--- config.mk ---
export PLATFORM = sky130hd
export DESIGN_NAME = ins_cache
export DESIGN_NICKNAME = d
export VERILOG_FILES = /design/src/rtl/ins_cache.sv
export SDC_FILE = /design/constraint.sdc
export NUM_CORES = 1
export LEC_CHECK = 0
export BUFFER_PORTS_ARGS = -buffer_cell sky130_fd_sc_hd__buf_2
export CELL_PAD_IN_SITES_DETAIL_PLACEMENT = 0
export CELL_PAD_IN_SITES_GLOBAL_PLACEMENT = 1
export CORE_ASPECT_RATIO = 0.9
export CORE_MARGIN = 4
export CORE_UTILIZATION = 55
export CTS_CLUSTER_DIAMETER = 80
export DETAILED_ROUTE_END_ITERATION = 12
export PLACE_DENSITY_LB_ADDON = 0.08
export SLEW_MARGIN = 20
export SYNTH_ARGS = -nofsm -noshare
export SYNTH_HDL_FRONTEND = slang
export SYNTH_SLANG_ARGS = --single-unit
--- constraint.sdc ---
create_clock -name clk_in -period 7.8 [get_ports clk_in]
set_input_delay 1.56 -clock clk_in [delete_from_list [all_inputs] [get_ports clk_in]]
set_output_delay 1.56 -clock clk_in [all_outputs]
set_load 0.01 [all_outputs]
--- src/rtl/ins_cache.sv ---
// Direct-mapped, one-word-per-line instruction cache between the IFU and the memory controller.
// Define ICACHE_STATS_EN to add the hit_cnt/miss_cnt statistics outputs.
module ins_cache #(
    parameter int INDEX_BITS = 4
) (
    input  logic        clk_in,
    input  logic        rst_in,
    input  logic        rdy_in,
    input  logic        ifu_req,
    input  logic [31:0] ifu_addr,
    input  logic        clear_in,
    output logic        ins_valid,
    output logic [31:0] ins_out,
    output logic        is_fetch,
    output logic [31:0] fetch_addr,
    input  logic        is_back,
    input  logic [31:0] back_ins
`ifdef ICACHE_STATS_EN
    ,
    output logic [31:0] hit_cnt,
    output logic [31:0] miss_cnt
`endif
);
    localparam int LINES = 1 << INDEX_BITS;
    localparam int TAG_W = 30 - INDEX_BITS;

    typedef enum logic {IDLE, FETCH} state_t;

    state_t                state_q, state_d;
    logic [LINES-1:0]      valid_q;
    logic [TAG_W-1:0]      tag_arr  [LINES];
    logic [31:0]           data_arr [LINES];
    logic [29:0]           miss_word;
    logic [INDEX_BITS-1:0] idx, miss_idx;
    logic [TAG_W-1:0]      tag, miss_tag;
    logic                  hit, launch, fill;
    logic                  unused_addr_lsbs;

    assign idx      = ifu_addr[INDEX_BITS+1:2];
    assign tag      = ifu_addr[31:INDEX_BITS+2];
    assign miss_idx = miss_word[INDEX_BITS-1:0];
    assign miss_tag = miss_word[29:INDEX_BITS];
    assign unused_addr_lsbs = &{1'b0, ifu_addr[1:0]};

    assign hit        = ifu_req & valid_q[idx] & (tag_arr[idx] == tag);
    assign ins_valid  = hit & ~clear_in & rdy_in;
    assign ins_out    = data_arr[idx];
    // The miss address is only ever word aligned, so just the word index is stored.
    assign is_fetch   = (state_q == FETCH);
    assign fetch_addr = {miss_word, 2'b00};

    always_comb begin
        state_d = state_q;
        launch  = 1'b0;
        fill    = 1'b0;
        if (rdy_in) begin
            case (state_q)
                IDLE: begin
                    if (ifu_req && !hit && !clear_in) begin
                        launch  = 1'b1;
                        state_d = FETCH;
                    end
                end
                FETCH: begin
                    // clear_in does not abort: an accepted fetch always completes.
                    if (is_back) begin
                        fill    = 1'b1;
                        state_d = IDLE;
                    end
                end
                default: state_d = IDLE;
            endcase
        end
    end

    always_ff @(posedge clk_in or negedge rst_in) begin
        if (!rst_in) begin
            state_q   <= IDLE;
            valid_q   <= '0;
            miss_word <= '0;
        end else begin
            state_q <= state_d;
            if (launch) miss_word <= ifu_addr[31:2];
            if (fill) valid_q[miss_idx] <= 1'b1;
        end
    end

    // Tag/data storage needs no reset; valid_q gates every use.
    always_ff @(posedge clk_in) begin
        if (fill) begin
            data_arr[miss_idx] <= back_ins;
            tag_arr[miss_idx]  <= miss_tag;
        end
    end

`ifdef ICACHE_STATS_EN
    always_ff @(posedge clk_in or negedge rst_in) begin
        if (!rst_in) begin
            hit_cnt  <= '0;
            miss_cnt <= '0;
        end else begin
            if (ins_valid) hit_cnt <= hit_cnt + 32'd1;
            if (launch) miss_cnt <= miss_cnt + 32'd1;
        end
    end
`endif

endmodule
==> results of run 1 <==
-- worst max path at each step --
stage / startpoint / end / slack (ns) / depth (start not counted)
2_1_floorplan: rdy_in / valid_q[0] / 1.22 / 4
3_3_place_gp: ifu_addr[4] / ins_valid / 1.34 / 10
3_5_place_dp: ifu_addr[4] / ins_valid / 1.37 / 10
4_1_cts: ifu_addr[3] / ins_valid / 1.34 / 10
5_1_grt: ifu_addr[3] / ins_valid / 1.06 / 10
6_report: ifu_addr[3] / ins_valid / 1.34 / 10
-- layout by cell type (no fill, tap or decap), types with 8 or more instances in the layout --
master	count
clkbuf_1	23
buf_4	50
xnor2_1	13
or4_1	33
or2_2	19
nor2_4	13
nand3_1	14
mux4_2	241
clkinv_2	18
buf_2	128
o21ai_0	38
a31oi_1	31
clkinv_1	15
nor3_1	9
inv_1	8
edfxtp_1	928
dfrtp_1	47
mux2_2	16
clkbuf_16	100
nand2_1	107
clkbuf_8	13
mux2i_1	58
o22ai_1	10
o211ai_2	27
nor2_1	23
-- power by group through the flow --
stage,sequential (uW),clock (uW),combinational (uW)
floorplan,6300,0,508
global placement,6340,0,828
detailed placement,6360,0,850
CTS,6250,4710,853
global route,6280,4940,914
finish,6260,4620,845
-- registers in the layout, summed over array words and instances, names as in the netlist --
register,flops
valid_q,16
data_arr,512
is_fetch,1
miss_word,30
tag_arr,416
-- synth_stat cells (9+ instances only) --
master	number
dfrtp_1	47
buf_2	18
nor2_1	36
mux2i_1	58
or4_1	33
buf_1	18
nor3_1	13
o211ai_2	27
buf_4	13
nand3_1	14
mux2_2	16
nand2_1	107
inv_1	9
clkbuf_1	47
o21ai_0	38
xnor2_1	13
a31oi_1	31
o22ai_1	10
mux4_2	241
edfxtp_1	928
or2_2	19
-- routing by layer --
| layer | up-vias | track usage (%) | part of all wire (%) |
|---|---|---|---|
| li1 | 8215 | - | - |
| met3 | 165 | 4.122 | 6.5 |
| met4 | 6 | 6.911 | 2.7 |
| met5 | - | 0 | 0.045 |
| met1 | 10470 | 35.15 | 41 |
| met2 | 720 | 40.59 | 50 |
-- metrics by stage --
stage / std cells / util [%] / hold WS (ns) / setup slack (ns)
6_report: 3080 / 62.82 / 0.4643 / 1.336
5_1_grt: 3077 / 62.80 / 0.4777 / 1.064
4_1_cts: 3074 / 62.77 / 0.4658 / 1.342
3_5_place_dp: 2890 / 58.21 / 0.4474 / 1.371
3_3_place_gp: 2887 / 58.09 / 0.4464 / 1.345
2_1_floorplan: 1880 / - / 0.4337 / 1.224
-- kinds of logic after synthesis --
logic type,count (synthesis)
AO/OA/AOI/OAI,157
XOR/XNOR,18
buffers and inverters,126
flip-flops,975
multiplexers,322
other,1
AND/OR/NAND/NOR,280
-- area by class of cell --
type | count | area (um2) | area share [%]
multi-input combinational | 779 | 9371 | 21.28
sequential | 975 | 29040 | 65.95
tap | 940 | 1176 | 2.671
clock inverter | 48 | 432.9 | 0.9831
antenna | 6 | 15.01 | 0.03410
inverter | 10 | 40.04 | 0.09092
clock buffer | 136 | 2768 | 6.285
timing repair buffer | 186 | 1189 | 2.699
==> run summary, run 1 <==
Reg power frac: 53.4%
Crit. End Element: output pin
Initial antenna violation count: 9
Synthesized instance count: 1879
H-tree depth: 3
Die Span X: 288.6 um
Main combinational cell family by area after synthesis: multiplexers
Worst Path Arrival: 4.90 ns
P_sw: 2660 uW
Worst Path Max Fanout: 67
PostCTS Resize Cnt: 0
CP cell instances: buf_8, mux4_2, mux2i_1, xor2_1, a32oi_1, or4b_2, nor4_1, nand4_1, nor3b_1, buf_2
# port buffers: 131
Synth Flop Type: edfxtp_1
Initial DRC count: 2193
Multiplexer share of the synthesized area: 16.35%
Worst Hold Depth: 1
Final hold violation count: 0
Mapped Avg Cell Area: 20.74 um2
Largest net degree at the start of global routing: 110
Slew Limit Fails: 0
Final net count: 2120
IO Pins: 136
DRC viols: 0
Crit-path slowest cell: or4b_2
Grt total ovfl: 0
DR vias/cell: 6.357
R2r startpoint: tag_arr[1][22]
Number of global-route vias before repair: 19960
Drt total wl: 91.50 mm
DR WL/cell: 29.71 um
Static leakage: 0.01431 uW
Post-synth EDFFs: 928
Finished Cell Area: 0.04403 mm2
RePlAce Congestion: 0.8108
Number of core rows: 92
Synth area leader: edfxtp_1
Placed Area: 0.04080 mm2
Comb power frac: 7.2%
Die Y: 260.6 um
Tmin final: 6.464 ns
Fillers: 4829
CP Buf/Inv Count: 2
Bufs on Longest Clock Path: 3
First-pass GRT wire length: 134.9 mm
Status: finished clean
Post-synthesis cell type count: 71
Crit-path max cell delay: 0.70 ns
Relative slew slack: 28.73%
Post-route ant nets: 0
Switching part of the total power: 22.69%
Clock transition at path regs: 0.06 ns
First drt pass iteration count: 5
RSZ-0062 raised after global routing: no
Synthesized flop and latch total: 975
Post-CTS setup buffer count: 0
Synth Area in Adders: 0%
Reg-to-reg setup timing slack: 3.86 ns
Crit path max-delay family: simple AND/OR/NAND/NOR gates
Hold_sp: valid_q[14]
Top cells by area, synth: edfxtp_1 (71%), mux4_2 (14%), dfrtp_1 (3.0%), mux2i_1 (1.5%), nand2_1 (1.0%)
Power Dens Cells: 266.3 mW/mm2
Xor-xnor portion of the synthesized cell area: 0.4045%
Post-DP HPWL: 49.30 mm
Simple-Gate Fraction of Synth Area: 3.791%
Final Power: 11720 uW
Via count: 19580
Area Overhead vs Synth: 12.97%
CORE AREA: 0.07010 mm2
Worst Hold End: valid_q[14]
Clock Latency Late Sink: 0.65 ns
Total GRT Usage: 24.75%
Compound-Gate Fraction of Synth Area: 3.085%
Startpoint types: primary input
Clock sinks: 975
Mapped cell area: 0.03898 mm2
Worst min path class: reg -> reg
FMAX: 154.7 MHz
Worst Skew: 0.01818 ns
Worst Path Required: 6.24 ns
Cts hold-fix bufs: 0
Yosys top cell area share: 71.49%
Worst-Margin Slew: 1.066 ns
Critical path class: in -> out
Initial Util: 55.60%
Post-synthesis sequential area ratio: 74.51%
Setup total negative slack: 0 ns
Max VDD drop: 0.1906 mV
Cts bufs inserted: 98
Final setup vio count: 0
Layout cells sized above 1: 31.07%
Die area: 0.07520 mm2
Number of max-cap violations: 0
Worst r2r path cells: 9
Clock Power Share: 39.4%
Post-synth ARST share: 4.821%
Final period util: 82.87%
Root Driver: clkbuf_16
CTS tree: yes
Internal Power: 9064 uW
Worst R2R End: miss_word[29]
Syn. warnings: 0
(Power assumes the default switching activity.)
==> run 2: changes to the inputs <==
--- a/config.mk
+++ b/config.mk
@@ -5,12 +5,13 @@
 export SDC_FILE = /design/constraint.sdc
 export NUM_CORES = 1
 export LEC_CHECK = 0
+export ABC_AREA = 1
 export BUFFER_PORTS_ARGS = -buffer_cell sky130_fd_sc_hd__buf_2
 export CELL_PAD_IN_SITES_DETAIL_PLACEMENT = 0
 export CELL_PAD_IN_SITES_GLOBAL_PLACEMENT = 1
 export CORE_ASPECT_RATIO = 0.9
 export CORE_MARGIN = 4
-export CORE_UTILIZATION = 55
+export CORE_UTILIZATION = 46
 export CTS_CLUSTER_DIAMETER = 80
 export DETAILED_ROUTE_END_ITERATION = 12
 export PLACE_DENSITY_LB_ADDON = 0.08
==> constraint.sdc (replaced) <==
create_clock -name clk_in -period 5.79 [get_ports clk_in]
set_input_delay 1.158 -clock clk_in [delete_from_list [all_inputs] [get_ports clk_in]]
set_output_delay 1.158 -clock clk_in [all_outputs]
set_load 0.01 [all_outputs]
==> run 2 against run 1 <==
Utilization decreased by 9.9 points. Global-route usage about the same. Hold slack got worse by 0.0012 ns. Wire length increased by 23%. Non-clock buffer count increased by 23. Die area increased by 20%. Count of clock-buffer cells in the layout decreased by 9. Via count increased by 31%.
==> run summary, run 2 <==
Post-synthesis sequential area ratio: 73.66%
R2r startpoint: is_fetch
Final period util: 87.98%
Commonest non-fill, non-tap cell in the layout: edfxtp_1
Relative slew slack: 30.38%
Commonest cells after routing, fill and taps aside: edfxtp_1 (928), nand2_1 (616), nor2_1 (382)
Die Y: 285.7 um
Switching part of the total power: 23.33%
Post-DP HPWL: 58.16 mm
Post-CTS setup buffer count: 0
Worst R2R End: data_arr[1][20]
# port buffers: 131
RSZ-0062 raised after global routing: no
Cts hold-fix bufs: 0
Initial Util: 46.57%
Critical Path Sink: ins_valid
Final hold violation count: 0
Root Driver: clkbuf_16
Largest register FFs: 512
First drt pass iteration count: 6
Final net count: 3435
Clock transition at path regs: 0.06 ns
Synth area leader: edfxtp_1
Reg-to-reg setup timing slack: 2.73 ns
Worst Path Max Fanout: 141
Max VDD drop: 0.2466 mV
Top cells by area, synth: edfxtp_1 (71%), nand2_1 (5.9%), o21ai_0 (4.0%), nand3_1 (3.9%), nor2_1 (3.8%)
Post-route setup slack: 0.6959 ns
Mapped Avg Cell Area: 12.10 um2
Post-placement cell count: 4395
Final setup vio count: 0
PostCTS Resize Cnt: 0
Clock Power Share: 40.3%
CTS tree: yes
RePlAce Congestion: 0.8161
Area of the multi-input gates: 0.008852 mm2
Setup total negative slack: 0 ns
Most flop-heavy register: data_arr
Power Dens Cells: 349.3 mW/mm2
Area Overhead vs Synth: 13.69%
Critical path class: in -> out
Post-route ant nets: 0
Post-synth EDFFs: 928
DR vias/cell: 5.616
Die area: 0.09047 mm2
Worst-Margin Slew: 1.042 ns
Post-synth ARST share: 4.821%
FF/Latch Area: 0.02904 mm2
Initial DRC count: 2384
Worst r2r path cells: 5
Total GRT Usage: 24.70%
Worst Path Required: 4.63 ns
Largest net degree at the start of global routing: 142
Cts bufs inserted: 101
Layout cells sized above 1: 11.20%
Number of core rows: 101
Final Non-Filler Cells: 4582
Syn. warnings: 0
Drt total wl: 112.1 mm
Reg power frac: 52.9%
Worst Path Arrival: 3.94 ns
FMAX: 196.3 MHz
Utilization after layout: 52.94%
Tmin final: 5.094 ns
Mapped cell area: 0.03943 mm2
CORE AREA: 0.08467 mm2
Critical path startpoint: ifu_addr[2]
Static leakage: 0.01633 uW
Internal Power: 12010 uW
Bufs on Longest Clock Path: 3
Initial antenna violation count: 4
Startpoint types: primary input
Number of global-route vias before repair: 25040
Grt total ovfl: 0
DR WL/cell: 24.47 um
Synthesized flop and latch total: 975
Top cells by count, synth: edfxtp_1 (928), nand2_1 (616), nor2_1 (399), o21ai_0 (312), nand3_1 (309)
Synth Flop Type: edfxtp_1
Clock sinks: 975
Post-synthesis cell type count: 25
Worst Skew: 0.02315 ns
Synthesized instance count: 3259
Status: finished clean
DRC viols: 0
Fillers: 7213
Number of max-cap violations: 0
First-pass GRT wire length: 164.8 mm
Die Span X: 316.6 um
Comb power frac: 6.8%
Clock Latency Late Sink: 0.67 ns
DP Worst Slack: 0.7833 ns
Worst min path class: reg -> reg
Slew Limit Fails: 0
Via count: 25730
Count leader, synth: edfxtp_1
Yosys top cell area share: 70.68%
P_sw: 3653 uW
Largest regs: data_arr: 512 flops, tag_arr: 416 flops, miss_word: 30 flops
IO Pins: 136
Crit. End Element: output pin
Final Power: 15660 uW
H-tree depth: 3
## run 2: cell count changes after synthesis, sizes merged, moves of 21 or more
cell | previous run | this run
o21ai | 39 | 337
clkbuf | 47 | 114
nor2 | 36 | 399
mux2i | 58 | 0
o211ai | 31 | 58
o22ai | 10 | 31
o221ai | 2 | 97
or4 | 33 | 0
a31oi | 31 | 0
buf | 62 | 93
nand2 | 107 | 617
nand3 | 14 | 309
mux4 | 248 | 0
inv | 10 | 195
## run 2: cells by family after synthesis
| family | after synthesis | share of synthesized area [%] |
|---|---|---|
| and+or+nand+nor | 1344 | 13.91 |
| buffers and inverters | 402 | 4.205 |
| DFF | 975 | 73.66 |
| AOI/OAI and AO/OA | 537 | 8.213 |
| other | 1 | 0.009511 |
## run 2: per-stage QoR
stage	instance area (um2)	hold WS, ns
2_1_floorplan	39430	0.4274
3_3_place_gp	41580	0.4388
3_5_place_dp	41600	0.4488
4_1_cts	44810	0.4630
5_1_grt	44820	0.4722
6_report	44820	0.4631
## run 2: critical path: stages
cell and delay [ns]:
buf_8 0.36, buf_12 0.55, nor2_1 0.12, nor2_1 0.12
o21ai_0 0.09, nand3_1 0.09, nand3_1 0.10, nand2_1 0.08
nand2_1 0.05, nand2_1 0.20, nand4_1 0.10, nand3b_1 0.17
nor3_1 0.42, buf_2 0.22
## run 2: layout make-up
class | count | share of cell area, %
clock inverters | 57 | 1.186
flip-flops and latches | 975 | 64.79
well taps | 1133 | 3.163
repair buffers | 209 | 3.447
clock buffers | 127 | 5.971
multi-input cells | 1883 | 19.75
inverters | 195 | 1.675
diodes | 3 | 0.01675
## run 2: metal layers
layer / wire (um) / global-route usage (%) / vias up
met5: 9 / 0 / -
met4: 2596 / 6.511 / 2
met3: 6164 / 2.992 / 167
met2: 54510 / 41.00 / 810
met1: 48840 / 34.84 / 12940
li1: - / - / 11820
## run 2: power by group through the flow
stage,clock (uW),sequential (uW),combinational (uW)
detailed placement,0,8430,1070
finish,6310,8290,1060
global route,6730,8310,1170
CTS,6430,8290,1070
floorplan,0,8350,573
global placement,0,8410,1050
## run 2: worst min-delay path by stage
stage / from / endpoint / slack, ns / cells after the start
floorplan: valid_q[14] / valid_q[14] / 0.43 / 2
global placement: valid_q[11] / valid_q[11] / 0.44 / 2
detailed placement: valid_q[4] / valid_q[4] / 0.45 / 1
CTS: valid_q[4] / valid_q[4] / 0.46 / 1
global route: valid_q[4] / valid_q[4] / 0.47 / 1
finish: valid_q[4] / valid_q[4] / 0.46 / 1
==> run 3: changes to the inputs <==
--- a/config.mk
+++ b/config.mk
@@ -11,7 +11,7 @@
 export CELL_PAD_IN_SITES_GLOBAL_PLACEMENT = 1
 export CORE_ASPECT_RATIO = 0.9
 export CORE_MARGIN = 4
-export CORE_UTILIZATION = 46
+export CORE_UTILIZATION = 51
 export CTS_CLUSTER_DIAMETER = 80
 export DETAILED_ROUTE_END_ITERATION = 12
 export PLACE_DENSITY_LB_ADDON = 0.08
==> constraint.sdc (replaced) <==
create_clock -name clk_in -period 4.85 [get_ports clk_in]
set_input_delay 0.97 -clock clk_in [delete_from_list [all_inputs] [get_ports clk_in]]
set_output_delay 0.97 -clock clk_in [all_outputs]
set_load 0.01 [all_outputs]
==> run 3 against run 2 <==
Final cell count fell by 1.7%. Highest routed layer unchanged. First-iteration DRC count rose by 10%. Non-clock buffer count rose by 21. Die area fell by 9.5%. Sequential power rose by 19%. Count of clock-buffer cells in the layout fell by 2.
==> run summary, run 3 (synthesized netlist as in run 2, its figures left out) <==
Final setup vio count: 0
Largest register FFs: 512
Relative slew slack: 37.56%
Cts bufs inserted: 98
Critical path class: in -> out
Critical path startpoint: ifu_addr[2]
CTS tree: yes
Initial antenna violation count: 6
Worst-Margin Slew: 0.9366 ns
Die Y: 271.8 um
Post-route ant nets: 0
Worst min path class: in -> async
Clock transition at path regs: 0.06 ns
Worst R2R End: tag_arr[0][4]
Largest regs: data_arr: 512 flops, tag_arr: 416 flops, miss_word: 30 flops
Final net count: 3453
Commonest cells after routing, fill and taps aside: edfxtp_1 (928), nand2_1 (616), nor2_1 (382)
Static leakage: 0.01642 uW
FMAX: 217.0 MHz
Grt total ovfl: 0
Largest net degree at the start of global routing: 193
PostCTS Resize Cnt: 0
Crit-path max cell delay: 0.40 ns
Final period util: 95.02%
Fillers: 6123
Number of max-cap violations: 0
Area of the multi-input gates: 0.008852 mm2
Worst r2r path cells: 5
Post-CTS setup buffer count: 0
Max VDD drop: 0.3136 mV
Clock Latency Late Sink: 0.67 ns
Crit. End Element: output pin
Most flop-heavy register: data_arr
R2r startpoint: is_fetch
Setup total negative slack: 0 ns
First-pass GRT wire length: 156.9 mm
Clock sinks: 975
DRC viols: 0
Reg-to-reg setup timing slack: 2.03 ns
CP cell instances: buf_8, inv_8, buf_12, buf_4, nor2_1, nor2_1, o21ai_1, o211ai_1, nand3_1, nand3_1, o21ai_0, nor2_1, nand2_1, nor2_1, nand2_1, nor3_1, buf_2
Startpoint types: primary input
Initial DRC count: 2622
Worst Path Required: 3.88 ns
Number of core rows: 96
Worst Skew: 0.02416 ns
# port buffers: 131
DR vias/cell: 5.712
Die area: 0.08183 mm2
Power Dens Cells: 412.3 mW/mm2
Total GRT Usage: 25.60%
Critical Path Sink: ins_valid
Commonest non-fill, non-tap cell in the layout: edfxtp_1
First drt pass iteration count: 6
Area Overhead vs Synth: 13.87%
RePlAce Congestion: 0.8280
Drt total wl: 105.3 mm
Post-placement cell count: 4312
Worst Path Arrival: 3.64 ns
Layout cells sized above 1: 11.71%
Final hold violation count: 0
Status: finished clean
Tmin final: 4.609 ns
Number of global-route vias before repair: 24600
CP most frequent cell: nor2_1
Final Non-Filler Cells: 4502
FF/Latch Area: 0.02904 mm2
Die Span X: 301.1 um
Crit-path slowest cell: nor3_1
IO Pins: 136
Initial Util: 51.61%
Via count: 25710
CORE AREA: 0.07639 mm2
Final Power: 18510 uW
Post-DP HPWL: 55.53 mm
Cts hold-fix bufs: 0
RSZ-0062 raised after global routing: no
Root Driver: clkbuf_16
Bufs on Longest Clock Path: 3
DR WL/cell: 23.38 um
H-tree depth: 3
Slew Limit Fails: 0
Worst Path Max Fanout: 30
## run 3: how the worst min path moves through the flow
stage | from | end | slack [ns] | cells after the start
final | rst_in | miss_word[20] | 0.20 | 1
after global routing | rst_in | miss_word[1] | 0.19 | 1
after CTS | rst_in | miss_word[22] | 0.16 | 1
after detailed placement | valid_q[13] | valid_q[13] | 0.45 | 2
after global placement | valid_q[1] | valid_q[1] | 0.44 | 2
after floorplan | valid_q[14] | valid_q[14] | 0.43 | 2
## run 3: critical path: cells and delay by family
kind	cells	cell delay [ns]
AO/OA/AOI/OAI	3	0.31
AND/OR/NAND/NOR	9	1.21
buffers and inverters	5	1.08
## run 3: stage by stage
step / instance area [um2] / worst slack (ns) / utilization [%] / hold slack (ns)
after floorplan: 39430 / 0.5274 / - / 0.4274
after global placement: 41720 / 0.3345 / 54.61 / 0.4392
after detailed placement: 41720 / 0.2768 / 54.61 / 0.4452
after CTS: 44880 / 0.2641 / 58.75 / 0.1628
after global routing: 44890 / 0.09143 / 58.76 / 0.1884
final: 44890 / 0.2415 / 58.77 / 0.2004
## run 3: layout make-up
cell class | count | share of cell area (%)
multi-input cells | 1883 | 19.72
repair buffers | 230 | 3.980
inverters | 195 | 1.672
well taps | 1029 | 2.868
clock inverters | 60 | 1.171
clock buffers | 125 | 5.870
flip-flops and latches | 975 | 64.69
diodes | 5 | 0.02787
## run 3: routing by layer
metal / GRT usage (%) / routed length, um / part of all wire (%)
met5: 0 / 8 / 0.0076
met4: 7.944 / 2835 / 2.7
met3: 3.079 / 6602 / 6.3
met2: 41.51 / 50470 / 48
met1: 36.63 / 45350 / 43
## run 3: power by group
part	internal [uW]	switching, uW
clock network	4180	3160
registers	9590	307
logic	388	879
